$ cat config.mk
export PLATFORM = sky130hd
export DESIGN_NAME = serial_add_ctrl_flat
export DESIGN_NICKNAME = d
export VERILOG_FILES = /design/src/rtl/serial_add_ctrl_if.sv /design/src/rtl/serial_add_ctrl.sv /design/src/flat_wrapper.sv
export SDC_FILE = /design/constraint.sdc
export NUM_CORES = 1
export LEC_CHECK = 0
export ABC_CLOCK_PERIOD_IN_PS = 2300
export BUFFER_PORTS_ARGS = -buffer_cell sky130_fd_sc_hd__buf_4
export CELL_PAD_IN_SITES_DETAIL_PLACEMENT = 1
export CELL_PAD_IN_SITES_GLOBAL_PLACEMENT = 1
export CORE_MARGIN = 2
export CORE_UTILIZATION = 44
export CTS_CLUSTER_DIAMETER = 200
export DETAILED_ROUTE_END_ITERATION = 10
export PLACE_DENSITY_LB_ADDON = 0.25
export SYNTH_ARGS = -nofsm -noshare
export SYNTH_HDL_FRONTEND = slang
export SYNTH_SLANG_ARGS = --single-unit
$ cat constraint.sdc
create_clock -name clk -period 2.3 [get_ports clk]
set_input_delay 0.46 -clock clk [delete_from_list [all_inputs] [get_ports clk]]
set_output_delay 0.46 -clock clk [all_outputs]
set_load 0.01 [all_outputs]
$ cat src/rtl/serial_add_ctrl_if.sv
// Operand/result handshake bundle for the bit-serial adder sequencer.
// master drives start and operands; slave returns status and result.
interface serial_add_ctrl_if #(
    parameter int WIDTH = 8
);
    logic             start;
    logic [WIDTH-1:0] a;
    logic [WIDTH-1:0] b;
    logic             cin;
    logic             busy;
    logic             done;
    logic [WIDTH-1:0] sum;
    logic             cout;
    logic             ovf;

    modport master (
        output start, a, b, cin,
        input  busy, done, sum, cout, ovf
    );

    modport slave (
        input  start, a, b, cin,
        output busy, done, sum, cout, ovf
    );
endinterface

$ cat src/rtl/serial_add_ctrl.sv
// Bit-serial add sequencer driving an external 1-bit full-adder cell,
// LSB first, with held sum, carry-out and signed overflow.
module serial_add_ctrl #(
    parameter int WIDTH = 8,
    parameter int CW    = 6
) (
    input  logic             clk,
    input  logic             rst,
    serial_add_ctrl_if.slave bus,
    output logic             fa_x,
    output logic             fa_y,
    output logic             fa_cin,
    input  logic             fa_s,
    input  logic             fa_co
);

    typedef enum logic [1:0] {
        IDLE,
        RUN,
        DONE
    } state_t;

    state_t state, state_nxt;

    logic [WIDTH-1:0] a_sh;
    logic [WIDTH-1:0] b_sh;
    logic [WIDTH-2:0] sum_sh;
    logic [WIDTH-1:0] sum_nxt;
    logic [WIDTH-1:0] sum_q;
    logic [CW-1:0]    count;
    logic             carry;
    logic             cmsb;
    logic             cout_q;
    logic             ovf_q;
    logic             last;
    logic             pre;

    assign last    = (count == CW'(WIDTH - 1));
    assign pre     = (count == CW'(WIDTH - 2));
    // sum_sh keeps only the upper bits; the new bit enters at the MSB
    assign sum_nxt = {fa_s, sum_sh};

    always_ff @(posedge clk) begin
        if (rst) state <= IDLE;
        else     state <= state_nxt;
    end

    always_comb begin
        state_nxt = state;
        fa_x      = 1'b0;
        fa_y      = 1'b0;
        fa_cin    = 1'b0;
        unique case (state)
            IDLE: begin
                if (bus.start) state_nxt = RUN;
            end
            RUN: begin
                fa_x   = a_sh[0];
                fa_y   = b_sh[0];
                fa_cin = carry;
                if (last) state_nxt = DONE;
            end
            DONE: begin
                state_nxt = IDLE;
            end
            default: begin
                state_nxt = IDLE;
            end
        endcase
    end

    always_ff @(posedge clk) begin
        if (rst) begin
            a_sh   <= '0;
            b_sh   <= '0;
            sum_sh <= '0;
            count  <= '0;
            carry  <= 1'b0;
            cmsb   <= 1'b0;
            sum_q  <= '0;
            cout_q <= 1'b0;
            ovf_q  <= 1'b0;
        end else begin
            unique case (state)
                IDLE: begin
                    if (bus.start) begin
                        a_sh   <= bus.a;
                        b_sh   <= bus.b;
                        carry  <= bus.cin;
                        count  <= '0;
                        sum_sh <= '0;
                    end
                end
                RUN: begin
                    sum_sh <= sum_nxt[WIDTH-1:1];
                    a_sh   <= a_sh >> 1;
                    b_sh   <= b_sh >> 1;
                    carry  <= fa_co;
                    count  <= count + 1'b1;
                    // carry out of bit WIDTH-2 is the carry into the MSB
                    if (pre) cmsb <= fa_co;
                    if (last) begin
                        sum_q  <= sum_nxt;
                        cout_q <= fa_co;
                        ovf_q  <= cmsb ^ fa_co;
                    end
                end
                default: begin
                end
            endcase
        end
    end

    assign bus.busy = (state != IDLE);
    assign bus.done = (state == DONE);
    assign bus.sum  = sum_q;
    assign bus.cout = cout_q;
    assign bus.ovf  = ovf_q;

endmodule

$ cat src/flat_wrapper.sv
// flat-port wrapper written by rule: the top's interface ports become plain ports
module serial_add_ctrl_flat 
#(
    parameter int WIDTH = 8,
    parameter int CW    = 6
)
  (clk, rst, fa_x, fa_y, fa_cin, fa_s, fa_co, bus_start, bus_a, bus_b, bus_cin, bus_busy, bus_done, bus_sum, bus_cout, bus_ovf);
  serial_add_ctrl_if #(.WIDTH(WIDTH)) bus_i ();
  input  logic clk;
  input  logic rst;
  output logic fa_x;
  output logic fa_y;
  output logic fa_cin;
  input  logic fa_s;
  input  logic fa_co;
  input wire logic [$bits(bus_i.start)-1:0] bus_start;
  input wire logic [$bits(bus_i.a)-1:0] bus_a;
  input wire logic [$bits(bus_i.b)-1:0] bus_b;
  input wire logic [$bits(bus_i.cin)-1:0] bus_cin;
  output wire logic [$bits(bus_i.busy)-1:0] bus_busy;
  output wire logic [$bits(bus_i.done)-1:0] bus_done;
  output wire logic [$bits(bus_i.sum)-1:0] bus_sum;
  output wire logic [$bits(bus_i.cout)-1:0] bus_cout;
  output wire logic [$bits(bus_i.ovf)-1:0] bus_ovf;
  assign bus_i.start = bus_start;
  assign bus_i.a = bus_a;
  assign bus_i.b = bus_b;
  assign bus_i.cin = bus_cin;
  assign bus_busy = bus_i.busy;
  assign bus_done = bus_i.done;
  assign bus_sum = bus_i.sum;
  assign bus_cout = bus_i.cout;
  assign bus_ovf = bus_i.ovf;
  serial_add_ctrl #(.WIDTH(WIDTH), .CW(CW)) u_core (.clk(clk), .rst(rst), .bus(bus_i), .fa_x(fa_x), .fa_y(fa_y), .fa_cin(fa_cin), .fa_s(fa_s), .fa_co(fa_co));
endmodule
# Yosys cells after proc, flatten, opt, wreduce, memory -nomap -nowiden
# Cells that the tools add are included.
# op_classes
mux	16
n_eq_ne	6
n_mul	0
shifts	0
n_reduce_logical	7
n_bitwise	1
div_mod_pow	0
add_sub_neg	1
n_lt_le_gt_ge	0
# ops
op	n
$pmux 8 s2	2
$mux 8	2
$pmux 7 s2	1
$eq 6x3->1 const B	2
$pmux 6 s2	1
$reduce_and 2->1	4
$mux 7	1
$add 6x1->6 const B	1
$mux 6	1
$mux 1	4
$mux 2	2
$pmux 2 s2	1
$reduce_bool 2->1	2
$eq 2x1->1 const B	1
$eq 2x2->1 const B	1
$logic_not 2->1	1
$ne 2x1->1 const B	1
$ne 2x2->1 const B	1
$pmux 1 s2	1
$xor 1x1->1	1
# word_totals
mem_count	0
input_bits	22
wordCells	41
romBits	0
mem_bits_rw	0
regBits	43
latchBits	0

# Longest topological paths before layout
# Gate-level depths: netlist of run 1.
# depth
ltp_word	3
depth_mapped	5
depth_no_buf	4

# Least setup slack after synthesis of run 1
# Ideal clock, no wire load.
# synth_timing
kind	flip-flop to output port
from	register u_core.state[0]
to	output port bus_busy
path_stages_with_launch	4
slack_ns	0.895
n_path_buf	2
arrival_ns	0.945
cell_sequence	dfxtp_1 -> buf_4 -> buf_6 -> or2_2
# synth_between
elab_chain_len	1
# synth_rtl
item	line	rtl
from (decl)	serial_add_ctrl.sv:23	state_t state, state_nxt;
from (signal assigned)	serial_add_ctrl.sv:45	else state <= state_nxt;
$reduce_bool 2->1	serial_add_ctrl.sv:114	assign bus.busy = (state != IDLE);
to (decl)	flat_wrapper.sv:20	output wire logic [$bits(bus_i.busy)-1:0] bus_busy;
# Every way passes these cells.

# Worst setup path after layout of run 1
# layout_timing
from	register u_core.state[1]
to	output port fa_x
# layout_between
elab_chain_len	2
# layout_rtl
item	line	rtl
$eq 2x1->1	serial_add_ctrl.sv:53	unique case (state)
$mux 1	serial_add_ctrl.sv:53	
to (decl)	flat_wrapper.sv:11	output logic fa_x;
# Every way passes these cells.

==> run_results.csv, run 1 <==
group,metric,value,unit
die,die_y,70.31,um
critical_path,cp_top_family,"flip-flops",
critical_path,critPathMaxStageDelay,800,ps
cells_and_area,fin_area,2276,um^2
logic_synthesis,yosysWarningCount,0,
grt,grt_pass1_vias,1623,
pwr,p_leak,0.9349,nW
sta,fin_worst_skew,5.239,ps
sta,hold_violations,0,
critical_path,crit_path_max_fanout,19,
critical_path,cp_data_required_time,1840,ps
logic_synthesis,synth-edff-count,0,
clock_network,postCtsSetupBuffers,0,
critical_path,rr_startpoint,"u_core.state[1]$_SDFFE_PP0P_",
logic_synthesis,syn_area,1934,um^2
drt,post-route-drc-count,0,
outcome,status,"completed",
logic_synthesis,synth.area.top_cells,"dfxtp_1, nand2_1, a22o_1",
critical_path,path_class,"reg -> out",
die,io_pins,37,
critical_path,crit_slowest_cell,"dfxtp_1",
logic_synthesis,synth_top_area_share,44.50,%
logic_synthesis,async_flop_share,0,%
pwr,p_total,0.001473,W
worst_hold_path,worstHoldStart,"bus_a[7]",
die,row_count,24,
logic_synthesis,yosysUniqueCellTypes,37,
drt,drtPass1Iterations,4,
place,portBuffers,36,
cells_and_area,fillerInstances,500,
grt,grt_pass1_wl,7769,um
critical_path,start_kind,"register",
cells_and_area,antenna_cells,0,
clock_network,cts_tree,"built",
sta,rsz0062_at_grt,"false",
clock_network,clockBufferDepth,2,
sta,worstMarginPinSlew,732.2,ps
clock_network,htreeDepth,2,
critical_path,critPathArrivalTime,1540,ps
place,post-dp-hpwl,3318,um
logic_synthesis,ys_seq_area_share,44.50,%
place,place.gp.congestion,0.7456,
sta,fin_crit,2004,ps
logic_synthesis,synth_cells,202,
cells_and_area,regArea,860.8,um^2
critical_path,cp_num_buf_inv,1,
clock_network,clkSlewWorstSetupHoldPaths,80,ps
pwr,p_per_area,647.3,nW/um^2
critical_path,cp-end-kind,"output port",
critical_path,setup.worst_path.start,"u_core.state[1]$_SDFFE_PP0P_",
logic_synthesis,synth_ff_type,"dfxtp_1",
cells_and_area,drive_gt1_share,23.50,%
die,die_area,4943,um^2
drt,wl_per_cell,16.25,um
grt,grt_max_degree,31,
critical_path,crit_chain,"nor2b_4 -> and2_1 -> buf_4",
grt,antenna_found_initial,0,
place,placed_cell_area,2191,um^2
logic_synthesis,avgSynthCellArea,9.576,um^2
sta,fmax,499.0,MHz
clock_network,post_cts_resized,0,
clock_network,clkSinkCount,43,
sta,slew_viol_final,0,
clock_network,cts_inserted_buffers,5,
die,die_x,70.31,um
sta,setup_viol,0,
cells_and_area,syn_to_final_growth,17.66,%
clock_network,clock_latency,290,ps
drt,wl,4648,um
drt,vias_per_cell,5.476,
logic_synthesis,yosysTopAreaCell,"dfxtp_1",
cells_and_area,nets,257,
critical_path,r2r_slack,530,ps
flow_run,drv_cap,0,
clock_network,root_buffer,"clkbuf_8",
drt,ant_nets,0,
logic_synthesis,synth_nets,226,
pwr,vdd_drop_max,356.0,uV
grt,grt-ovfl-total,0,
cells_and_area,multi_input_area,964.7,um^2
drt,num_vias,1566,
clock_network,cts_hold_buf,0,
grt,grt_use_total,19.91,%
logic_synthesis,ys_ff_latch,43,
drt,drtIter0Drc,93,
sta,timing.final.crit_share,87.13,%
sta,setup-tns-final,0,ps
die,start_util,45.05,%
worst_hold_path,hp-class,"in -> reg",
die,core,4294,um^2
sta,maxSlewHeadroom,51.12,%
-- cell families after synthesis --
| family | count (synthesis) | synth area share [%] |
|---|---|---|
| adder cells (fa/ha/maj) | 2 | 1.293 |
| XOR/XNOR | 1 | 0.4529 |
| buffers and inverters | 18 | 5.627 |
| multiplexers | 12 | 6.274 |
| AND/OR/NAND/NOR | 82 | 23.22 |
| AO/OA/AOI/OAI | 44 | 18.63 |
| flip-flops | 43 | 44.50 |
-- cell usage after synthesis, drive strengths merged (2+ instances only) --
| master | instances |
|---|---|
| buf | 9 |
| nor2 | 12 |
| nand2 | 33 |
| a221o | 3 |
| o21ai | 3 |
| a31o | 2 |
| mux2i | 11 |
| nor3b | 4 |
| nor3 | 2 |
| a21oi | 11 |
| nand2b | 2 |
| dfxtp | 43 |
| and2 | 7 |
| o221a | 9 |
| nand3 | 5 |
| clkbuf | 5 |
| nor2b | 10 |
| ha | 2 |
| a22o | 13 |
| inv | 4 |
| nor4 | 2 |
-- path summary, 6_finish.rpt --
check / to / cells after the start
setup / recovery: fa_x / 3
hold / removal: u_core.a_sh[7]$_SDFFE_PP0P_ / 2
setup reg to reg: u_core.a_sh[5]$_SDFFE_PP0P_ / 3
hold reg to reg: u_core.bus.sum[3]$_SDFFE_PP0P_ / 2
-- metrics by stage --
step | cells | utilization [%] | setup WS (ps) | hold slack [ps]
final | 286 | 53.00 | 295.9 | 380.0
after CTS | 286 | 53.00 | 294.8 | 376.9
after global routing | 286 | 53.00 | 194.9 | 373.3
after global placement | 278 | 51.02 | 662.2 | 444.4
after detailed placement | 278 | 51.02 | 570.9 | 449.8
after floorplan | 202 | - | 894.5 | 437.7
-- cell type report --
class	instances	area share [%]
Clock inverter	2	0.5498
Clock buffer	6	3.189
Timing Repair Buffer	38	12.53
Inverter	4	0.6597
Sequential cell	43	37.82
Multi-Input combinational cell	141	42.39
Tap cell	52	2.859
-- state kept, by name, indices dropped and copies added, names as in the netlist --
name and flops:
u_core.a_sh 8, u_core.b_sh 8, u_core.bus.sum 8, u_core.sum_sh 7, u_core.count 6, u_core.state 2, u_core.bus.cout 1, u_core.bus.ovf 1
u_core.carry 1, u_core.cmsb 1
-- routing by layer --
| layer | global-route usage, % | wire, um | up-vias |
|---|---|---|---|
| met1 | 24.59 | 2111 | 765 |
| met4 | 4.487 | 25 | 0 |
| met5 | 0 | 0 | - |
| met2 | 34.07 | 2321 | 29 |
| li1 | - | - | 770 |
| met3 | 5.916 | 190 | 2 |
-- placed cells by master, fill, tap and decap left out, types with 2 or more instances in the layout --
cell	synthesis	routed
inv_1	4	4
dfxtp_1	43	43
nor3b_1	4	4
nor4_1	2	2
ha_1	2	2
nor2_1	11	11
a31o_1	2	2
mux2i_1	11	11
a21oi_1	11	11
and2_1	6	6
nand2b_1	2	2
clkbuf_8	0	5
a221o_1	3	3
o221a_1	9	9
nand2_1	33	33
nor2b_1	9	9
nand3_1	5	5
buf_4	2	38
o21ai_1	3	3
a22o_1	13	13
-- report_power, final --
part           internal (W)  switching, W  leakage, nW
registers          0.000779     0.0000279        0.351
logic             0.0000972     0.0000991        0.543
clock network      0.000212      0.000258       0.0412
total               0.00109      0.000385        0.935
No activity file was read; power rests on OpenSTA's default activity.
==> inputs of run 2 (changes only) <==
--- a/config.mk
+++ b/config.mk
@@ -15,4 +15,5 @@
 export DETAILED_ROUTE_END_ITERATION = 10
 export PLACE_DENSITY_LB_ADDON = 0.25
+export SKIP_CTS_REPAIR_TIMING = 1
 export SYNTH_ARGS = -nofsm -noshare
 export SYNTH_HDL_FRONTEND = slang
==> constraint.sdc (replaced) <==
create_clock -name clk -period 2.3 [get_ports clk]
set_input_delay 0.46 -clock clk [delete_from_list [all_inputs] [get_ports clk]]
set_output_delay 0.46 -clock clk [all_outputs]
set_load 0.05 [all_outputs]
==> run 2 against run 1 <==
  * Fmax fell by 0.92%
  * Clock skew hardly changed
  * Combinational power up 9%
  * First-iteration DRC count increased by 3.2%
  * Non-clock buffer count rose by 1
  * Sequential cell count unchanged
  * Critical path depth unchanged
  * Worst setup slack lost 19 ps
  * Clock power up 5.7%
  * Largest cell class unchanged
  * Clock-buffer cell count did not move
  * Critical endpoint is now fa_cin
  * Critical path type unchanged
  * Routed wire length is 2.4% higher
  * Sequential power about the same
==> run_results.csv, run 2 (synthesized netlist as in run 1, its figures left out) <==
group,metric,value,unit
outcome,status,"completed",
cells_and_area,drive_gt1_share,23.93,%
critical_path,cp_data_required_time,1840,ps
sta,slew_viol_final,0,
place,placed_cell_area,2198,um^2
clock_network,clockBufferDepth,2,
cells_and_area,nets,258,
pwr,clkPwrFrac,32.7,%
die,io_pins,37,
worst_hold_path,whs_path_depth,2,
sta,worstMarginPinSlew,688.8,ps
clock_network,cts_inserted_buffers,5,
drt,ant_nets,0,
drt,num_vias,1568,
pwr,p_comb_share,14.1,%
sta,setup_viol,0,
clock_network,cts_tree,"built",
drt,wl_per_cell,16.65,um
sta,fmax,494.4,MHz
die,row_count,24,
critical_path,critPathArrivalTime,1560,ps
flow_run,drv_cap,0,
sta,hold_violations,0,
grt,grt_pass1_wl,7969,um
die,start_util,45.05,%
grt,grt-ovfl-total,0,
drt,vias_per_cell,5.483,
critical_path,cp_top_family,"flip-flops",
cells_and_area,final_cell_mix,"dfxtp_1, buf_4, nand2_1",
critical_path,path_class,"reg -> out",
pwr,p_leak,0.9458,nW
critical_path,crit_chain,"nor2b_4 -> and2_1 -> buf_4",
sta,fin_crit,2023,ps
grt,antenna_found_initial,0,
critical_path,start_kind,"register",
pwr,power_frac_seq,53.2,%
clock_network,htreeDepth,2,
cells_and_area,syn_to_final_growth,18.18,%
cells_and_area,multi_input_area,964.7,um^2
pwr,p_sw,0.0004043,W
critical_path,crit_slowest_cell,"dfxtp_1",
place,post-dp-hpwl,3408,um
drt,wl,4761,um
cells_and_area,fin_area,2286,um^2
place,portBuffers,36,
sta,fin_worst_skew,5.131,ps
pwr,sw_frac_of_total,26.61,%
worst_hold_path,hp-class,"in -> reg",
critical_path,crit_path_max_fanout,19,
clock_network,root_buffer,"clkbuf_8",
pwr,internal_power,0.001115,W
sta,maxSlewHeadroom,54.02,%
critical_path,cp.depth,3,
die,die_x,70.31,um
critical_path,r2r_cells,3,
sta,rsz0062_at_grt,"false",
critical_path,cp-end-kind,"output port",
pwr,vdd_drop_max,288.0,uV
critical_path,cp_num_buf_inv,1,
drt,post-route-drc-count,0,
cells_and_area,layout_commonest_cell,"dfxtp_1",
cells_and_area,regArea,860.8,um^2
clock_network,clkSlewWorstSetupHoldPaths,80,ps
grt,grt_max_degree,31,
die,die_y,70.31,um
sta,setup-tns-final,0,ps
critical_path,critPathMaxStageDelay,770,ps
cells_and_area,fillerInstances,514,
die,die_area,4943,um^2
pwr,p_per_area,664.6,nW/um^2
sta,timing.final.crit_share,87.94,%
drt,drtIter0Drc,96,
clock_network,clock_latency,290,ps
cells_and_area,antenna_cells,0,
grt,grt_pass1_vias,1636,
drt,drtPass1Iterations,4,
clock_network,clkSinkCount,43,
grt,grt_use_total,20.11,%
die,core,4294,um^2
place,place.gp.congestion,0.7829,
## run 2: worst reg2reg max path, stage by stage (launching register included)
cell,delay (ps)
dfxtp_1,770
o21ba_2,350
nor2_4,350
a22o_1,220
## run 2: area by class of cell
type                       instances  share of cell area, %
clock buffer                       6                  3.612
clock inverter                     1                 0.2189
inverter                           4                 0.6568
multi-input combinational        141                  42.20
sequential                        43                  37.66
tap                               52                  2.846
timing repair buffer              39                  12.81
## run 2: metal layers
layer  up-vias  track usage, %  wire, um
met5         -               0         0
met4         0           5.769        45
met3         5           3.752       170
met2        29           36.37      2459
met1       764           24.01      2086
li1        770               -         -
## run 2: path summary, 6_finish.rpt
path                                        from                              to  slack, ps
setup reg to reg    u_core.state[1]$_SDFFE_PP0P_   u_core.sum_sh[3]$_SDFFE_PP0P_        550
hold reg to reg   u_core.bus.sum[4]$_SDFFE_PP0P_  u_core.bus.sum[4]$_SDFFE_PP0P_        470
setup / recovery    u_core.state[1]$_SDFFE_PP0P_                          fa_cin        280
hold / removal                              fa_s   u_core.sum_sh[6]$_SDFFE_PP0P_        390
## run 2: per-stage QoR
| step | cells | worst slack [ps] | hold slack (ps) | util, % | total power [W] |
|---|---|---|---|---|---|
| after global placement | 279 | 656.4 | 444.4 | 51.19 | 0.001028 |
| after global routing | 286 | 135.7 | 402.6 | 53.23 | 0.001590 |
| after floorplan | 202 | 383.3 | 437.8 | - | 0.0009700 |
| final | 286 | 277.3 | 387.1 | 53.23 | 0.001519 |
| after CTS | 286 | 257.7 | 388.0 | 53.23 | 0.001528 |
| after detailed placement | 279 | 558.2 | 451.1 | 51.19 | 0.001042 |
## run 2: power by group through the flow
stage | Clock (W) | Combinational, W | Sequential, W
2_1_floorplan | 0 | 0.000156 | 0.000814
3_3_place_gp | 0 | 0.000206 | 0.000822
3_5_place_dp | 0 | 0.000217 | 0.000825
4_1_cts | 0.000502 | 0.000218 | 0.000808
5_1_grt | 0.000540 | 0.000236 | 0.000814
6_report | 0.000497 | 0.000214 | 0.000809
==> inputs of run 3 (changes only) <==
==> constraint.sdc (replaced) <==
create_clock -name clk -period 2.3 [get_ports clk]
set_input_delay 0.345 -clock clk [delete_from_list [all_inputs] [get_ports clk]]
set_output_delay 0.345 -clock clk [all_outputs]
set_load 0.05 [all_outputs]
==> run 3 against run 2 <==
  * Sequential cell count stayed put
  * First-iteration DRC count is 28% lower
  * Non-clock buffer count is 1 lower
  * Clock power is 40% higher
  * Total power is 13% higher
  * Die area stayed put
  * Critical path depth stayed put
  * Fmax is 5.8% higher
  * Sequential power hardly changed
  * Largest power group unchanged
==> run_results.csv, run 3 (synthesized netlist as in run 1, its figures left out) <==
group,metric,value,unit
sta,rsz0062_at_grt,"false",
critical_path,start_kind,"register",
sta,hold_violations,0,
cells_and_area,layout_commonest_cell,"dfxtp_1",
sta,fmax,523.2,MHz
place,portBuffers,36,
drt,post-route-drc-count,0,
flow_run,drv_cap,0,
die,core,4294,um^2
pwr,clkPwrFrac,40.5,%
drt,wl_per_cell,16.15,um
pwr,p_leak,0.9591,nW
sta,worstMarginPinSlew,681.0,ps
clock_network,clock_latency,290,ps
grt,met2_usage,33.86,%
critical_path,rr_startpoint,"u_core.state[1]$_SDFFE_PP0P_",
critical_path,path_class,"reg -> out",
die,io_pins,37,
clock_network,clkSlewWorstSetupHoldPaths,80,ps
critical_path,critPathMaxStageDelay,770,ps
cells_and_area,drive_gt1_share,23.50,%
sta,slew_viol_final,0,
critical_path,cp_data_required_time,1960,ps
cells_and_area,final_cell_mix,"dfxtp_1, buf_4, nand2_1",
pwr,p_total,0.001714,W
critical_path,cp-end-kind,"output port",
sta,setup-tns-final,0,ps
pwr,vdd_drop_max,294.9,uV
cells_and_area,syn_to_final_growth,20.12,%
critical_path,r2r_slack,560,ps
pwr,power_frac_seq,47.1,%
drt,drtPass1Iterations,4,
pwr,internal_power,0.001310,W
pwr,p_sw,0.0004033,W
die,die_area,4943,um^2
pwr,sw_frac_of_total,23.53,%
critical_path,critPathArrivalTime,1570,ps
die,die_x,70.31,um
critical_path,crit_chain,"nor2b_4 -> and2_1 -> buf_4",
grt,antenna_found_initial,0,
outcome,status,"completed",
die,start_util,45.05,%
grt,grtUsageMet1,23.94,%
grt,grt_use_total,19.96,%
grt,grt_pass1_vias,1630,
drt,ant_nets,0,
drt,num_vias,1586,
place,post-dp-hpwl,3244,um
clock_network,clockBufferDepth,2,
critical_path,crit_slowest_cell,"dfxtp_1",
sta,fin_worst_skew,3.592,ps
grt,grt_max_degree,31,
clock_network,root_buffer,"clkbuf_8",
sta,whs,271.9,ps
sta,setup_viol,0,
sta,fin_crit,1911,ps
clock_network,clkSinkCount,43,
clock_network,htreeDepth,2,
worst_hold_path,whs_path_depth,2,
critical_path,crit_path_max_fanout,19,
pwr,p_comb_share,12.5,%
cells_and_area,nets,257,
critical_path,r2r_cells,3,
sta,timing.final.crit_share,83.11,%
pwr,p_per_area,737.6,nW/um^2
grt,grt-ovfl-total,0,
clock_network,cts_inserted_buffers,5,
worst_hold_path,min_to,"u_core.a_sh[7]$_SDFFE_PP0P_",
die,row_count,24,
worst_hold_path,hp-class,"in -> reg",
critical_path,reg2reg_to,"u_core.a_sh[3]$_SDFFE_PP0P_",
grt,met3_usage,4.473,%
sta,maxSlewHeadroom,54.54,%
grt,grt_pass1_wl,7824,um
cells_and_area,fillerInstances,510,
cells_and_area,antenna_cells,0,
drt,vias_per_cell,5.545,
place,place.gp.congestion,0.7729,
drt,drtIter0Drc,69,
drt,wl,4620,um
clock_network,cts_tree,"built",
die,die_y,70.31,um
worst_hold_path,worstHoldStart,"bus_a[7]",
grt,grt_busiest_layer,"met2",
==> run 3: worst max-delay path, delay by kind of cell (launching register included) <==
kind / cells / cell delay [ps]
buffers and inverters: 1 / 180
flip-flops: 1 / 770
AND/OR/NAND/NOR: 2 / 320
==> run 3: metal layers <==
metal / up-vias / part of all wire (%)
li1: 769 / -
met1: 770 / 43
met2: 37 / 51
met3: 10 / 3.9
met4: 0 / 2.0
met5: - / 0
==> run 3: worst max-delay path by stage <==
stage                                             end                         start
after global routing                             fa_y  u_core.state[1]$_SDFFE_PP0P_
final                                          fa_cin  u_core.state[1]$_SDFFE_PP0P_
after detailed placement  u_core.b_sh[5]$_SDFFE_PP0P_  u_core.state[1]$_SDFFE_PP0P_
after global placement    u_core.a_sh[5]$_SDFFE_PP0P_  u_core.state[1]$_SDFFE_PP0P_
after CTS                                      fa_cin  u_core.state[1]$_SDFFE_PP0P_
after floorplan                              bus_done  u_core.state[1]$_SDFFE_PP0P_
==> run 3: final cells by class <==
class / count / area [um^2] / area share [%]
well taps: 52 / 65.06 / 2.800
clock inverters: 2 / 60.06 / 2.585
repair buffers: 38 / 285.3 / 12.28
clock buffers: 6 / 72.57 / 3.123
multi-input cells: 141 / 964.7 / 41.52
inverters: 4 / 15.01 / 0.6462
flip-flops and latches: 43 / 860.8 / 37.05
==> run 3: stage by stage <==
step | instances | util [%] | area, um^2 | setup WS [ps]
3_3_place_gp | 278 | 51.02 | 2191 | 671.3
3_5_place_dp | 278 | 51.02 | 2191 | 583.2
4_1_cts | 286 | 54.11 | 2323 | 380.9
5_1_grt | 286 | 54.11 | 2323 | 283.8
2_1_floorplan | 202 | - | 1934 | 498.3
6_report | 286 | 54.11 | 2323 | 388.5
==> run 3: power by group through the flow <==
stage	sequential (W)	combinational, W	clock (W)
detailed placement	0.000823	0.000213	0
finish	0.000807	0.000214	0.000694
floorplan	0.000814	0.000156	0
global route	0.000812	0.000235	0.000738
CTS	0.000806	0.000216	0.000702
global placement	0.000821	0.000203	0
